$ cat src/rtl/ps2_kbd_init_ctrl_if.sv
// PS/2 host byte-level bus between the init sequencer and PS2_Controller.
// master: sequencer side (drives cmd/send); slave: controller side.
interface ps2_kbd_init_ctrl_if;
  logic [7:0] ps2_cmd;
  logic       ps2_send;
  logic       ps2_cmd_sent;
  logic       ps2_tx_timeout;
  logic [7:0] ps2_rx_data;
  logic       ps2_rx_en;

  modport master (
    output ps2_cmd,
    output ps2_send,
    input  ps2_cmd_sent,
    input  ps2_tx_timeout,
    input  ps2_rx_data,
    input  ps2_rx_en
  );

  modport slave (
    input  ps2_cmd,
    input  ps2_send,
    output ps2_cmd_sent,
    output ps2_tx_timeout,
    output ps2_rx_data,
    output ps2_rx_en
  );
endinterface

$ cat src/rtl/ps2_kbd_init_ctrl.sv
// PS/2 keyboard init sequencer: reset/BAT, typematic, enable, LED updates.
// Ports: CLOCK_50/resetn, ps2 bus (master), led_req/mask/ack, key_*, ready, fail.
module ps2_kbd_init_ctrl #(
  parameter logic [7:0]  TYPEMATIC = 8'h20,
  parameter int unsigned TIMEOUT   = 50_000_000,
  parameter int unsigned MAX_RETRY = 3
) (
  input  logic       CLOCK_50,
  input  logic       resetn,
  ps2_kbd_init_ctrl_if.master ps2,
  input  logic       led_req,
  input  logic [2:0] led_mask,
  output logic       led_ack,
  output logic [7:0] key_data,
  output logic       key_valid,
  output logic       ready,
  output logic       fail
);

  localparam int TW = $clog2(TIMEOUT + 1);
  localparam int RW = $clog2(MAX_RETRY + 1);
  localparam logic [TW-1:0] T_LAST = TW'(TIMEOUT - 1);
  localparam logic [RW-1:0] R_MAX  = RW'(MAX_RETRY);

  localparam logic [7:0] B_RST = 8'hFF;
  localparam logic [7:0] B_RATE = 8'hF3;
  localparam logic [7:0] B_EN  = 8'hF4;
  localparam logic [7:0] B_LED = 8'hED;
  localparam logic [7:0] B_ACK = 8'hFA;
  localparam logic [7:0] B_NAK = 8'hFE;
  localparam logic [7:0] B_BAT = 8'hAA;
  localparam logic [7:0] B_BF  = 8'hFC;

  typedef enum logic [4:0] {
    RST_TX,
    RST_WS,
    RST_ACK,
    BAT,
    RATE_TX,
    RATE_WS,
    RATE_ACK,
    PARM_TX,
    PARM_WS,
    PARM_ACK,
    EN_TX,
    EN_WS,
    EN_ACK,
    READY,
    LED_TX,
    LED_WS,
    LED_ACK,
    MSK_TX,
    MSK_WS,
    MSK_ACK,
    FAIL
  } state_t;

  state_t        state;
  state_t        state_nxt;
  logic [TW-1:0] timer;
  logic [RW-1:0] retry;
  logic [RW-1:0] retry_nxt;
  logic [2:0]    mask_q;
  logic [2:0]    mask_nxt;
  logic [7:0]    cmd_nxt;
  logic          send_nxt;
  logic          ack_nxt;
  logic          fwd;
  logic          err;

  logic is_wait;
  logic led_path;
  logic expired;
  logic rx_fa;
  logic rx_fe;
  logic rx_aa;
  logic rx_fc;
  logic ws_err;
  logic ack_err;
  logic bat_err;

  assign is_wait = state inside {
    RST_WS, RST_ACK, BAT,
    RATE_WS, RATE_ACK,
    PARM_WS, PARM_ACK,
    EN_WS, EN_ACK,
    LED_WS, LED_ACK,
    MSK_WS, MSK_ACK
  };

  assign led_path = state inside {
    LED_TX, LED_WS, LED_ACK,
    MSK_TX, MSK_WS, MSK_ACK
  };

  assign expired = is_wait && (timer == T_LAST);

  assign rx_fa = ps2.ps2_rx_en && (ps2.ps2_rx_data == B_ACK);
  assign rx_fe = ps2.ps2_rx_en && (ps2.ps2_rx_data == B_NAK);
  assign rx_aa = ps2.ps2_rx_en && (ps2.ps2_rx_data == B_BAT);
  assign rx_fc = ps2.ps2_rx_en && (ps2.ps2_rx_data == B_BF);

  // A transmit timeout beats a simultaneous cmd_sent.
  assign ws_err  = expired | ps2.ps2_tx_timeout;
  assign ack_err = expired | rx_fe;
  assign bat_err = expired | rx_fc;

  // Keystrokes arriving during an LED update must not be dropped.
  always_comb begin
    fwd = 1'b0;
    unique case (1'b1)
      (state == READY): fwd = ps2.ps2_rx_en;
      led_path:         fwd = ps2.ps2_rx_en && !rx_fa && !rx_fe;
      default:          fwd = 1'b0;
    endcase
  end

  always_comb begin
    state_nxt = state;
    retry_nxt = retry;
    mask_nxt  = mask_q;
    cmd_nxt   = ps2.ps2_cmd;
    send_nxt  = 1'b0;
    ack_nxt   = 1'b0;
    err       = 1'b0;
    unique case (state)
      RST_TX: begin
        cmd_nxt   = B_RST;
        send_nxt  = 1'b1;
        state_nxt = RST_WS;
      end
      RST_WS: begin
        if (ws_err) err = 1'b1;
        else if (ps2.ps2_cmd_sent) state_nxt = RST_ACK;
      end
      RST_ACK: begin
        if (ack_err) err = 1'b1;
        else if (rx_fa) state_nxt = BAT;
      end
      BAT: begin
        if (bat_err) err = 1'b1;
        else if (rx_aa) state_nxt = RATE_TX;
      end
      RATE_TX: begin
        cmd_nxt   = B_RATE;
        send_nxt  = 1'b1;
        state_nxt = RATE_WS;
      end
      RATE_WS: begin
        if (ws_err) err = 1'b1;
        else if (ps2.ps2_cmd_sent) state_nxt = RATE_ACK;
      end
      RATE_ACK: begin
        if (ack_err) err = 1'b1;
        else if (rx_fa) state_nxt = PARM_TX;
      end
      PARM_TX: begin
        cmd_nxt   = TYPEMATIC;
        send_nxt  = 1'b1;
        state_nxt = PARM_WS;
      end
      PARM_WS: begin
        if (ws_err) err = 1'b1;
        else if (ps2.ps2_cmd_sent) state_nxt = PARM_ACK;
      end
      PARM_ACK: begin
        if (ack_err) err = 1'b1;
        else if (rx_fa) state_nxt = EN_TX;
      end
      EN_TX: begin
        cmd_nxt   = B_EN;
        send_nxt  = 1'b1;
        state_nxt = EN_WS;
      end
      EN_WS: begin
        if (ws_err) err = 1'b1;
        else if (ps2.ps2_cmd_sent) state_nxt = EN_ACK;
      end
      EN_ACK: begin
        if (ack_err) err = 1'b1;
        else if (rx_fa) state_nxt = READY;
      end
      READY: begin
        // Skipping the ack cycle stops a held request re-firing.
        if (led_req && !led_ack) begin
          mask_nxt  = led_mask;
          state_nxt = LED_TX;
        end
      end
      LED_TX: begin
        cmd_nxt   = B_LED;
        send_nxt  = 1'b1;
        state_nxt = LED_WS;
      end
      LED_WS: begin
        if (ws_err) err = 1'b1;
        else if (ps2.ps2_cmd_sent) state_nxt = LED_ACK;
      end
      LED_ACK: begin
        if (ack_err) err = 1'b1;
        else if (rx_fa) state_nxt = MSK_TX;
      end
      MSK_TX: begin
        cmd_nxt   = {5'b0, mask_q};
        send_nxt  = 1'b1;
        state_nxt = MSK_WS;
      end
      MSK_WS: begin
        if (ws_err) err = 1'b1;
        else if (ps2.ps2_cmd_sent) state_nxt = MSK_ACK;
      end
      MSK_ACK: begin
        if (ack_err) err = 1'b1;
        else if (rx_fa) begin
          ack_nxt   = 1'b1;
          state_nxt = READY;
        end
      end
      FAIL: state_nxt = FAIL;
      default: state_nxt = RST_TX;
    endcase

    if (err) begin
      retry_nxt = retry + 1'b1;
      if (retry_nxt == R_MAX) state_nxt = FAIL;
      else if (led_path) state_nxt = LED_TX;
      else state_nxt = RST_TX;
    end

    if (state_nxt == READY && state != READY)
      retry_nxt = '0;
  end

  always_ff @(posedge CLOCK_50) begin
    if (!resetn) begin
      state  <= RST_TX;
      timer  <= '0;
      retry  <= '0;
      mask_q <= '0;
    end else begin
      state  <= state_nxt;
      retry  <= retry_nxt;
      mask_q <= mask_nxt;
      if (state_nxt != state) timer <= '0;
      else if (is_wait) timer <= timer + 1'b1;
    end
  end

  always_ff @(posedge CLOCK_50) begin
    if (!resetn) begin
      ps2.ps2_cmd  <= 8'h00;
      ps2.ps2_send <= 1'b0;
      led_ack      <= 1'b0;
      key_data     <= 8'h00;
      key_valid    <= 1'b0;
      ready        <= 1'b0;
      fail         <= 1'b0;
    end else begin
      ps2.ps2_cmd  <= cmd_nxt;
      ps2.ps2_send <= send_nxt;
      led_ack      <= ack_nxt;
      key_valid    <= fwd;
      if (fwd) key_data <= ps2.ps2_rx_data;
      ready        <= (state_nxt == READY);
      fail         <= (state_nxt == FAIL);
    end
  end

endmodule
$ cat src/flat_wrapper.sv
// flat-port wrapper written by rule: the top's interface ports become plain ports
module ps2_kbd_init_ctrl_flat 
#(
  parameter logic [7:0]  TYPEMATIC = 8'h20,
  parameter int unsigned TIMEOUT   = 50_000_000,
  parameter int unsigned MAX_RETRY = 3
)
  (CLOCK_50, resetn, led_req, led_mask, led_ack, key_data, key_valid, ready, fail, ps2_ps2_cmd, ps2_ps2_send, ps2_ps2_cmd_sent, ps2_ps2_tx_timeout, ps2_ps2_rx_data, ps2_ps2_rx_en);
  ps2_kbd_init_ctrl_if ps2_i ();
  input  logic CLOCK_50;
  input  logic resetn;
  input  logic led_req;
  input  logic [2:0] led_mask;
  output logic led_ack;
  output logic [7:0] key_data;
  output logic key_valid;
  output logic ready;
  output logic fail;
  output wire logic [$bits(ps2_i.ps2_cmd)-1:0] ps2_ps2_cmd;
  output wire logic [$bits(ps2_i.ps2_send)-1:0] ps2_ps2_send;
  input wire logic [$bits(ps2_i.ps2_cmd_sent)-1:0] ps2_ps2_cmd_sent;
  input wire logic [$bits(ps2_i.ps2_tx_timeout)-1:0] ps2_ps2_tx_timeout;
  input wire logic [$bits(ps2_i.ps2_rx_data)-1:0] ps2_ps2_rx_data;
  input wire logic [$bits(ps2_i.ps2_rx_en)-1:0] ps2_ps2_rx_en;
  assign ps2_ps2_cmd = ps2_i.ps2_cmd;
  assign ps2_ps2_send = ps2_i.ps2_send;
  assign ps2_i.ps2_cmd_sent = ps2_ps2_cmd_sent;
  assign ps2_i.ps2_tx_timeout = ps2_ps2_tx_timeout;
  assign ps2_i.ps2_rx_data = ps2_ps2_rx_data;
  assign ps2_i.ps2_rx_en = ps2_ps2_rx_en;
  ps2_kbd_init_ctrl #(.TYPEMATIC(TYPEMATIC), .TIMEOUT(TIMEOUT), .MAX_RETRY(MAX_RETRY)) u_core (.CLOCK_50(CLOCK_50), .resetn(resetn), .ps2(ps2_i), .led_req(led_req), .led_mask(led_mask), .led_ack(led_ack), .key_data(key_data), .key_valid(key_valid), .ready(ready), .fail(fail));
endmodule
$ cat config.mk
export PLATFORM = sky130hd
export DESIGN_NAME = ps2_kbd_init_ctrl_flat
export DESIGN_NICKNAME = d
export VERILOG_FILES = /design/src/rtl/ps2_kbd_init_ctrl_if.sv /design/src/rtl/ps2_kbd_init_ctrl.sv /design/src/flat_wrapper.sv
export SDC_FILE = /design/constraint.sdc
export NUM_CORES = 1
export LEC_CHECK = 0
export ABC_AREA = 1
export BUFFER_PORTS_ARGS = -buffer_cell sky130_fd_sc_hd__buf_2
export CORE_AREA = 2 2 97 71
export DETAILED_ROUTE_END_ITERATION = 10
export DIE_AREA = 0 0 99 73
export GPL_TIMING_DRIVEN = 0
export PLACE_DENSITY = 0.77
export SLEW_MARGIN = 20
export SYNTH_ARGS = -nofsm -noshare
export SYNTH_HDL_FRONTEND = slang
export SYNTH_SLANG_ARGS = --single-unit
$ cat constraint.sdc
create_clock -name CLOCK_50 -period 4.59 [get_ports CLOCK_50]
set_input_delay 0.6885 -clock CLOCK_50 [delete_from_list [all_inputs] [get_ports CLOCK_50]]
set_output_delay 0.6885 -clock CLOCK_50 [all_outputs]
set_load 0.005 [all_outputs]
==> flow_metrics.env, run 1 <==
export IMPL_end_kind="flop"
export IMPL_syn_instance_count=518
export IMPL_yosysMostFrequentCell="nand2_1"
export IMPL_initial_core_util_pct=53.91
export IMPL_syn_num_nets=537
export IMPL_critPathLaunchType="flop"
export IMPL_rows=25
export IMPL_drc=0
export IMPL_synth_ff_type="dfxtp_1"
export IMPL_instances_no_fill=644
export IMPL_synth_edf_count=0
export IMPL_synth_seq_cells=56
export IMPL_netlist_cell_type_count=35
export IMPL_globalplace_congestion=1.024
export IMPL_port_buffers=37
export IMPL_cp_arrival_ns=3.16
export IMPL_hold_viol=0
export IMPL_cp_max_fo=10
export IMPL_min_from="u_core.mask_q[0]"
export IMPL_power_density_nw_per_um2=481.3
export IMPL_clockBufferDepth=2
export IMPL_synth_adder_area_share_pct=0.7239
export IMPL_die_h_um=73
export IMPL_postSynth_asyncResetShare_pct=0
export IMPL_finalCriticalPeriod_ns=2.907
export IMPL_r2r_end="u_core.timer[11]"
export IMPL_fmax_ghz=0.3441
export IMPL_htree_levels=2
export IMPL_synth_warnings=0
export IMPL_post_cts_setup_buffers=0
export IMPL_grt_pass1_vias=3085
export IMPL_grt_max_degree=18
export IMPL_grt_pass1_wl_um=14380
export IMPL_hold_buffers=0
export IMPL_yosys_top_cells_count="nand2_1, inv_1, nor2_1"
export IMPL_area_growth_pct=11.80
export IMPL_io_pins=38
export IMPL_fillers=606
export IMPL_cts_root_buf="clkbuf_8"
export IMPL_cts_tree="yes"
export IMPL_synth_compound_area_share_pct=6.913
export IMPL_worstReg2RegStart="u_core.timer[0]"
export IMPL_antenna_found_initial=0
export IMPL_nets=581
export IMPL_drt_total_wl_um=8627
export IMPL_clk_latency_ns=0.31
export IMPL_synth_area_per_cell_sq_um=6.674
export IMPL_synthMuxAreaShare_pct=0.2895
export IMPL_slew_headroom_pct=65.19
export IMPL_worstHoldPathType="reg2reg"
export IMPL_rsz0062_at_grt="false"
export IMPL_finClkSkew_ns=0.01199
export IMPL_leakagePower_nw=1.732
export IMPL_ir_worst_vdd_uv=297.0
export IMPL_drtIter0Drc=260
export IMPL_hold_path_end="u_core.mask_q[0]"
export IMPL_cts_sinks=56
export IMPL_overflow=0
export IMPL_cts_clk_slew_worst_paths_ns=0.11
export IMPL_drive_gt1_share_pct=17.94
export IMPL_ys_seq_area_share_pct=32.43
export IMPL_worstSetupPathType="reg2reg"
export IMPL_drv_cap=0
export IMPL_status="complete, no violations"
export IMPL_synth_area_leaders="dfxtp_1, nand2_1, inv_1"
export IMPL_ant_nets=0
export IMPL_slew_violations=0
export IMPL_cts_resized=0
export IMPL_cts_buffers=5
export IMPL_worst_pin_slew_ns=0.5168
export IMPL_dp_cells=636
export IMPL_reg2reg_depth=18
export IMPL_min_period_over_period_pct=63.32
export IMPL_grt_use_total_pct=24.73
export IMPL_yosysTopAreaCell="dfxtp_1"
export IMPL_synth_top_family_by_area="simple AND/OR/NAND/NOR gates"
export IMPL_dr_pass1_iters=5
export IMPL_synth_top_area_share_pct=32.43
export IMPL_core_area_sq_um=6412
export IMPL_die_area_sq_um=7227
export IMPL_wl_per_cell_um=13.40
export IMPL_regToRegSetupSlack_ns=1.68
export IMPL_hpwlAfterDp_um=6846
export IMPL_chipWidth_um=99
export IMPL_whs_path_depth=2
export IMPL_required_ns=4.84
export IMPL_yosys_area_share_simple_pct=41.26
export IMPL_netlist_area_sq_um=3457
export IMPL_diodes=0
export IMPL_setup_viol=0
export IMPL_synth_xor_area_share_pct=6.334
export IMPL_via_per_inst=5.211
export IMPL_tns_ns=0
export IMPL_via_count=3356
## cell usage in the layout, fill, tap and decap left out, drive strengths merged
cell	instances
or2	1
a21boi	2
dfxtp	56
clkbuf	8
a21oi	14
xnor2	9
xor2	16
a211oi	1
o21ai	18
mux2i	1
nand3	39
a31oi	4
o2111ai	1
nor3b	1
a22oi	2
nor3	45
nor4	2
o211ai	1
clkinv	1
bufinv	1
ha	2
buf	46
nor2	77
inv	87
nand4	11
nand2	117
## layer usage
metal | GRT usage (%) | wire length, um | up-vias | share of wire [%]
met2 | 35.89 | 3499 | 83 | 41
met4 | 4.110 | 49 | 0 | 0.57
met5 | 0 | 0 | - | 0
met3 | 6.513 | 541 | 7 | 6.3
met1 | 37.24 | 4536 | 1536 | 53
li1 | - | - | 1730 | -
## state kept, by name (all words and copies together) (netlist names)
signal	count
u_core.fail	1
u_core.key_data	8
u_core.key_valid	1
u_core.led_ack	1
u_core.mask_q	3
u_core.ps2.ps2_cmd	7
u_core.ps2.ps2_send	1
u_core.ready	1
u_core.retry	2
u_core.state	5
u_core.timer	26
## power by group
part / internal (mW) / total (mW) / leakage, nW / switching (mW)
Sequential: 0.544 / 0.583 / 0.454 / 0.0393
Combinational: 0.300 / 0.930 / 1.22 / 0.630
Clock: 0.179 / 0.347 / 0.0614 / 0.169
Total: 1.02 / 1.86 / 1.73 / 0.838
## how the worst max path moves through the flow
stage	startpoint	endpoint	slack, ns
floorplan	ps2_ps2_rx_data[1]	u_core.timer[10]	2.30
global route	u_core.timer[0]	u_core.timer[12]	1.26
CTS	u_core.timer[0]	u_core.timer[14]	1.69
finish	u_core.timer[0]	u_core.timer[11]	1.68
detailed placement	ps2_ps2_rx_data[1]	u_core.timer[14]	1.71
global placement	u_core.timer[0]	u_core.timer[13]	1.75
## cells by family after synthesis
kind of cell / count (synthesis)
AND/OR/NAND/NOR: 293
flip-flops: 56
buffers and inverters: 98
XOR/XNOR: 25
AO/OA/AOI/OAI: 43
multiplexers: 1
adder cells (fa/ha/maj): 2
## metrics by stage
stage	total power, mW	util (%)	instance area (sq um)	setup slack, ns	hold WS (ns)
after detailed placement	1.518	58.38	3744	1.712	0.4626
after CTS	1.861	60.27	3865	1.687	0.4793
after floorplan	1.287	-	3457	2.303	0.4451
after global placement	1.505	58.38	3744	1.751	0.4564
after global routing	1.978	60.27	3865	1.262	0.5050
final	1.860	60.27	3865	1.683	0.4821
## layout make-up
type                    count  area (sq um)  share of cell area (%)
multi-input cells         364          1919                   49.66
flip-flops and latches     56          1121                   29.01
inverters                  87         326.6                   8.449
repair buffers             37         185.2                   4.791
well taps                  81         101.3                   2.622
plain buffers              11         90.09                   2.331
clock buffers               6         82.58                   2.137
clock inverters             2         38.79                   1.004
## critical path, cell delays in order (launching register included)
cell and delay (ns):
dfxtp_1 0.38, ha_1 0.21, nand3_1 0.11, nor2_1 0.14, nand2_1 0.08, nor3_1 0.27, nand2_2 0.17, nand3_2 0.20
nand2_1 0.07, nand2_1 0.09, nand2_1 0.05, nor2_1 0.22, nand2_1 0.11, nand2_1 0.14, nand2_1 0.07, nand2_1 0.10
nand2_4 0.11, buf_6 0.17, nor3_2 0.16
No activity file was read; power rests on OpenSTA's default activity.
==> run 2, diff against run 1 <==
--- a/config.mk
+++ b/config.mk
@@ -5,11 +5,11 @@
 export SDC_FILE = /design/constraint.sdc
 export NUM_CORES = 1
 export LEC_CHECK = 0
-export ABC_AREA = 1
+export ABC_AREA = 0
 export BUFFER_PORTS_ARGS = -buffer_cell sky130_fd_sc_hd__buf_2
-export CORE_AREA = 2 2 97 71
+export CORE_AREA = 2 2 101 74
 export DETAILED_ROUTE_END_ITERATION = 10
-export DIE_AREA = 0 0 99 73
+export DIE_AREA = 0 0 103 76
 export GPL_TIMING_DRIVEN = 0
 export PLACE_DENSITY = 0.77
 export SLEW_MARGIN = 20
==> constraint.sdc (replaced) <==
create_clock -name CLOCK_50 -period 2.55 [get_ports CLOCK_50]
set_input_delay 0.3825 -clock CLOCK_50 [delete_from_list [all_inputs] [get_ports CLOCK_50]]
set_output_delay 0.3825 -clock CLOCK_50 [all_outputs]
set_load 0.005 [all_outputs]
==> flow_metrics.env, run 2 <==
export IMPL_area_growth_pct=36.25
export IMPL_failed_checks="negative setup slack"
export IMPL_cts_buffers=5
export IMPL_yosys_top_cells_count="dfxtp_1, nor2_1, nand2_1"
export IMPL_diodes=0
export IMPL_mostFrequentLayoutCells="buf_4, dfxtp_1, nor2_1"
export IMPL_worstHoldPathType="in2reg"
export IMPL_via_count=3913
export IMPL_netlist_cell_type_count=71
export IMPL_use_met3_pct=7.156
export IMPL_cts_tree="yes"
export IMPL_reg_top3="u_core.timer x26, u_core.key_data x8, u_core.ps2.ps2_cmd x7"
export IMPL_drv_cap=0
export IMPL_worstReg2RegStart="u_core.state[0]"
export IMPL_ys_seq_area_share_pct=31.08
export IMPL_grt_util_met2_pct=40.65
export IMPL_hpwlAfterDp_um=7320
export IMPL_core_area_sq_um=6962
export IMPL_syn_instance_count=425
export IMPL_power_density_nw_per_um2=531.6
export IMPL_drive_gt1_share_pct=41.13
export IMPL_ant_nets=0
export IMPL_min_period_over_period_pct=111.6
export IMPL_grt_pass1_vias=3439
export IMPL_required_ns=2.77
export IMPL_wl_per_cell_um=19.81
export IMPL_die_h_um=76
export IMPL_hold_path_end="u_core.mask_q[2]"
export IMPL_mostFrequentLayoutCell="buf_4"
export IMPL_yosysMostFrequentCell="dfxtp_1"
export IMPL_slew_headroom_pct=57.16
export IMPL_synth_warnings=0
export IMPL_slew_violations=0
export IMPL_port_buffers=36
export IMPL_worst_pin_slew_ns=0.6427
export IMPL_whs_path_depth=3
export IMPL_gr_usage_met1_pct=40.25
export IMPL_leakagePower_nw=1.775
export IMPL_grt_max_degree=16
export IMPL_syn_num_nets=444
export IMPL_nets=532
export IMPL_initial_core_util_pct=51.82
export IMPL_critPathTopFamily="simple AND/OR/NAND/NOR gates"
export IMPL_netlist_area_sq_um=3607
export IMPL_slowest_delay_ns=0.45
export IMPL_postSynth_asyncResetShare_pct=0
export IMPL_cts_sinks=56
export IMPL_finClkSkew_ns=0.007421
export IMPL_largest_register_ffs=26
export IMPL_end_kind="flop"
export IMPL_cts_root_buf="clkbuf_8"
export IMPL_hold_buffers=0
export IMPL_dr_pass1_iters=5
export IMPL_fmax_ghz=0.3514
export IMPL_htree_levels=2
export IMPL_synth_area_per_cell_sq_um=8.488
export IMPL_critPathLaunchType="flop"
export IMPL_whs_ns=0.3074
export IMPL_synth_top_area_share_pct=31.08
export IMPL_tns_ns=-7.139
export IMPL_regToRegSetupSlack_ns=-0.30
export IMPL_fin_area_sq_um=4915
export IMPL_cpMostUsedCell="buf_4"
export IMPL_cp_max_fo=10
export IMPL_antenna_found_initial=0
export IMPL_status="complete, but fails checks"
export IMPL_rows=26
export IMPL_grt_use_total_pct=27.61
export IMPL_cp_arrival_ns=3.06
export IMPL_synth_seq_cells=56
export IMPL_grt_busiest_layer="met2"
export IMPL_synth_area_leaders="dfxtp_1, nor4_2, xnor2_1"
export IMPL_clk_latency_ns=0.31
export IMPL_dpl_instance_area_sq_um=3934
export IMPL_reg2reg_depth=11
export IMPL_worstSetupPathType="reg2reg"
export IMPL_r2r_end="u_core.timer[20]"
export IMPL_hold_viol=0
export IMPL_critPathSlowestCell="or3b_2"
export IMPL_fillers=519
export IMPL_crit_chain="buf_4 -> buf_4 -> or3b_2 -> o2bb2ai_2 -> a32o_1 -> a211oi_2 -> mux2i_4 -> xnor2_2 -> o2111ai_4 -> buf_6 -> nor4_2"
export IMPL_io_pins=38
export IMPL_min_from="led_mask[2]"
export IMPL_globalplace_congestion=0.9683
export IMPL_synth_ff_type="dfxtp_1"
export IMPL_chipWidth_um=103
export IMPL_die_area_sq_um=7828
export IMPL_cts_clk_slew_worst_paths_ns=0.10
export IMPL_drc=0
export IMPL_drt_total_wl_um=12100
export IMPL_utilization_pct=70.60
export IMPL_via_per_inst=6.404
export IMPL_overflow=0
export IMPL_rsz0062_at_grt="true"
export IMPL_top_register="u_core.timer"
export IMPL_synth_edf_count=0
export IMPL_finalCriticalPeriod_ns=2.846
export IMPL_yosysTopAreaCell="dfxtp_1"
export IMPL_setup_viol=31
export IMPL_finalWorstSetupSlack_ns=-0.2959
export IMPL_ir_worst_vdd_uv=376.1
export IMPL_grt_pass1_wl_um=17240
export IMPL_path_buf_inv=3
export IMPL_drtIter0Drc=405
export IMPL_clockBufferDepth=2
==> run 2: how the worst max path moves through the flow <==
stage | from | endpoint | slack (ns) | depth (start not counted)
after floorplan | u_core.timer[3] | u_core.timer[18] | 0.003 | 8
after global placement | ps2_ps2_rx_data[0] | u_core.timer[6] | -0.71 | 10
after detailed placement | ps2_ps2_rx_data[0] | u_core.timer[20] | -0.78 | 10
after CTS | u_core.timer[18] | u_core.timer[20] | -0.20 | 9
after global routing | u_core.state[4] | u_core.timer[20] | -0.37 | 12
final | u_core.state[0] | u_core.timer[20] | -0.30 | 11
==> run 2: per-layer routing <==
metal | vias to the layer above | part of all wire [%]
met3 | 60 | 9.7
met1 | 1891 | 42
li1 | 1728 | -
met2 | 234 | 45
met4 | 0 | 3.2
met5 | - | 0
==> run 2: kinds of logic after synthesis <==
logic type	synth area share, %
buffers and inverters	6.243
adder cells (fa/ha/maj)	0.6936
flip-flops	31.08
AND/OR/NAND/NOR	34.55
multiplexers	3.885
XOR/XNOR	7.943
AO/OA/AOI/OAI	15.61
==> run 2: metrics by stage <==
step	total power, mW	setup slack, ns	std cells
3_5_place_dp	1.707	-0.7763	559
5_1_grt	2.717	-0.3729	611
4_1_cts	2.344	-0.2018	595
2_1_floorplan	1.512	0.003463	425
6_report	2.613	-0.2959	611
3_3_place_gp	1.693	-0.7080	559
==> run 2: worst reg2reg max path, delay by kind of cell (launching register included) <==
family                 cells  cell delay [ns]
buffers and inverters      3             0.62
multiplexers               1             0.22
flip-flops                 1             0.40
AND/OR/NAND/NOR            2             0.68
XOR/XNOR                   1             0.16
AO/OA/AOI/OAI              4             0.66
==> run 2: repair_timing <==
| item | CTS | global route |
|---|---|---|
| resized for setup | 58 | 55 |
| setup buffers | 29 | 18 |
| pin swaps | 13 | 19 |
| setup endpoints to repair | 31 | 41 |
| cloned | 0 | 1 |
==> run 2: power by group <==
part | switching (mW) | total, mW | internal (mW)
combinational | 0.653 | 1.12 | 0.468
sequential | 0.0367 | 0.955 | 0.919
clock | 0.293 | 0.536 | 0.243
total | 0.983 | 2.61 | 1.63
==> run 2: final cells by class <==
type | count | area (sq um) | area share (%)
buffer | 31 | 260.3 | 5.295
clock buffer | 7 | 96.34 | 1.960
inverter | 12 | 46.29 | 0.9420
multi-input combinational | 325 | 2653 | 53.97
sequential | 56 | 1150 | 23.40
tap | 98 | 122.6 | 2.495
timing repair buffer | 82 | 586.8 | 11.94
==> run 3, diff against run 2 <==
--- a/config.mk
+++ b/config.mk
@@ -6,12 +6,12 @@
 export NUM_CORES = 1
 export LEC_CHECK = 0
 export ABC_AREA = 0
-export BUFFER_PORTS_ARGS = -buffer_cell sky130_fd_sc_hd__buf_2
-export CORE_AREA = 2 2 101 74
+export CORE_AREA = 2 2 99 72
 export DETAILED_ROUTE_END_ITERATION = 10
-export DIE_AREA = 0 0 103 76
+export DIE_AREA = 0 0 101 74
+export DONT_BUFFER_PORTS = 1
 export GPL_TIMING_DRIVEN = 0
-export PLACE_DENSITY = 0.77
+export PLACE_DENSITY = 0.75
 export SLEW_MARGIN = 20
 export SYNTH_ARGS = -nofsm -noshare
 export SYNTH_HDL_FRONTEND = slang
==> flow_metrics.env, run 3 (same netlist as run 2, synthesis figures left out) <==
export IMPL_diodes=0
export IMPL_globalplace_congestion=0.9778
export IMPL_via_count=3610
export IMPL_largest_register_ffs=26
export IMPL_die_h_um=74
export IMPL_hold_path_end="u_core.key_data[2]"
export IMPL_grt_pass1_wl_um=16230
export IMPL_grt_use_total_pct=27.86
export IMPL_setup_viol=31
export IMPL_top_register="u_core.timer"
export IMPL_htree_levels=2
export IMPL_ant_nets=0
export IMPL_switching_share_pct=37.94
export IMPL_port_buffers=0
export IMPL_mostFrequentLayoutCell="buf_4"
export IMPL_area_growth_pct=27.19
export IMPL_via_per_inst=6.481
export IMPL_cp_max_fo=7
export IMPL_drive_gt1_share_pct=34.66
export IMPL_end_kind="flop"
export IMPL_cts_tree="yes"
export IMPL_fin_area_sq_um=4588
export IMPL_overflow=0
export IMPL_finalWorstSetupSlack_ns=-0.3886
export IMPL_finalPower_mw=2.528
export IMPL_failed_checks="negative setup slack"
export IMPL_clk_latency_ns=0.31
export IMPL_rows=25
export IMPL_nets=494
export IMPL_dpl_instance_area_sq_um=3732
export IMPL_chipWidth_um=101
export IMPL_cts_root_buf="clkbuf_8"
export IMPL_grt_pass1_vias=3173
export IMPL_io_pins=38
export IMPL_hpwlAfterDp_um=7161
export IMPL_grt_max_degree=17
export IMPL_reg2reg_depth=11
export IMPL_worst_pin_slew_ns=0.6191
export IMPL_tns_ns=-9.798
export IMPL_power_density_nw_per_um2=551.0
export IMPL_fmax_ghz=0.3403
export IMPL_core_area_sq_um=6569
export IMPL_antenna_found_initial=0
export IMPL_required_ns=2.78
export IMPL_finClkSkew_ns=0.009245
export IMPL_clockBufferDepth=2
export IMPL_initial_core_util_pct=54.91
export IMPL_drv_cap=0
export IMPL_min_period_over_period_pct=115.2
export IMPL_slew_violations=0
export IMPL_hold_buffers=0
export IMPL_drtIter0Drc=367
export IMPL_drt_total_wl_um=11120
export IMPL_hold_viol=0
export IMPL_dr_pass1_iters=5
export IMPL_reg_top3="u_core.timer x26, u_core.key_data x8, u_core.ps2.ps2_cmd x7"
export IMPL_netSwitchingPower_uw=959.2
export IMPL_finalCriticalPeriod_ns=2.939
export IMPL_status="complete, but fails checks"
export IMPL_instances_no_fill=557
export IMPL_worstSetupPathType="reg2reg"
export IMPL_die_area_sq_um=7474
export IMPL_internal_power_mw=1.569
export IMPL_cts_buffers=5
export IMPL_mostFrequentLayoutCells="buf_4, dfxtp_1, nor2_1"
export IMPL_cts_clk_slew_worst_paths_ns=0.10
export IMPL_dp_cells=506
export IMPL_regToRegSetupSlack_ns=-0.39
export IMPL_whs_path_depth=2
export IMPL_rsz0062_at_grt="true"
export IMPL_fillers=499
export IMPL_worstReg2RegStart="u_core.state[1]"
export IMPL_leakagePower_nw=1.536
export IMPL_wl_per_cell_um=19.97
export IMPL_slew_headroom_pct=58.73
export IMPL_critPathLaunchType="flop"
export IMPL_cts_sinks=56
export IMPL_r2r_end="u_core.timer[15]"
export IMPL_p_seq_share_pct=38.1
export IMPL_min_from="ps2_ps2_rx_data[2]"
export IMPL_power_frac_comb_pct=41.3
export IMPL_pwr_share_clk_pct=20.6
export IMPL_cp_arrival_ns=3.17
export IMPL_drc=0
export IMPL_utilization_pct=69.85
export IMPL_worstHoldPathType="in2reg"
export IMPL_ir_worst_vdd_uv=460.5
run 3: cell count changes in the layout (fill, tap and decap cells not counted), sizes merged:
| cell | change |
|---|---|
| buf | -39 |
| clkinvlp | +1 |
| clkbuf | +1 |
run 3: through the flow:
step,setup slack (ns),hold WS [ns]
floorplan,0.003463,0.4527
global placement,-0.8090,0.4734
detailed placement,-0.6934,0.4807
CTS,-0.2915,0.2114
global route,-0.4787,0.2265
finish,-0.3886,0.2072
run 3: worst max path at each step:
stage	from	end	slack, ns	cells after the start
global placement	u_core.state[3]	u_core.timer[18]	-0.81	9
global route	u_core.state[1]	u_core.timer[22]	-0.48	11
detailed placement	u_core.state[1]	u_core.timer[22]	-0.69	11
floorplan	u_core.timer[3]	u_core.timer[18]	0.003	8
finish	u_core.state[1]	u_core.timer[15]	-0.39	11
CTS	u_core.timer[18]	u_core.timer[22]	-0.29	9
run 3: worst max-delay path: stages (launching register included):
cell and delay, ns:
dfxtp_4 0.38, buf_8 0.13, or4b_4 0.55, a31oi_4 0.21
o221ai_2 0.15, o211ai_4 0.12, buf_12 0.16, mux2i_4 0.26
xnor2_2 0.16, o2111ai_4 0.24, clkbuf_16 0.27, nor4_2 0.22
run 3: routing by layer:
layer	vias to the layer above	track usage, %	routed length, um
met2	201	42.44	4882
met4	0	5.556	229
met3	27	6.767	1040
met1	1719	40.58	4971
li1	1663	-	-
met5	-	0	0
run 3: power by group through the flow:
stage          Combinational (mW)  Clock (mW)  Sequential [mW]
2_1_floorplan               0.546           0            0.966
3_3_place_gp                0.683           0            0.974
3_5_place_dp                0.684           0            0.976
4_1_cts                     0.782       0.528            0.959
5_1_grt                      1.11       0.554            0.969
6_report                     1.04       0.520            0.963
run 3: what timing repair did:
action | in CTS | in global routing
pin swaps | 16 | 10
endpoints found under the setup margin | 31 | 39
setup buffers | 17 | 26
resized for setup | 40 | 58
cloned | 0 | 1
run 3: layout make-up:
cell class	count	area, sq um	share of cell area (%)
Multi-Input combinational cell	325	2592	56.50
Sequential cell	56	1149	25.03
Timing Repair Buffer	43	364.1	7.936
Buffer	32	241.5	5.263
Tap cell	81	101.3	2.209
Clock buffer	7	86.33	1.882
Inverter	12	46.29	1.009
Clock inverter	1	7.507	0.1636
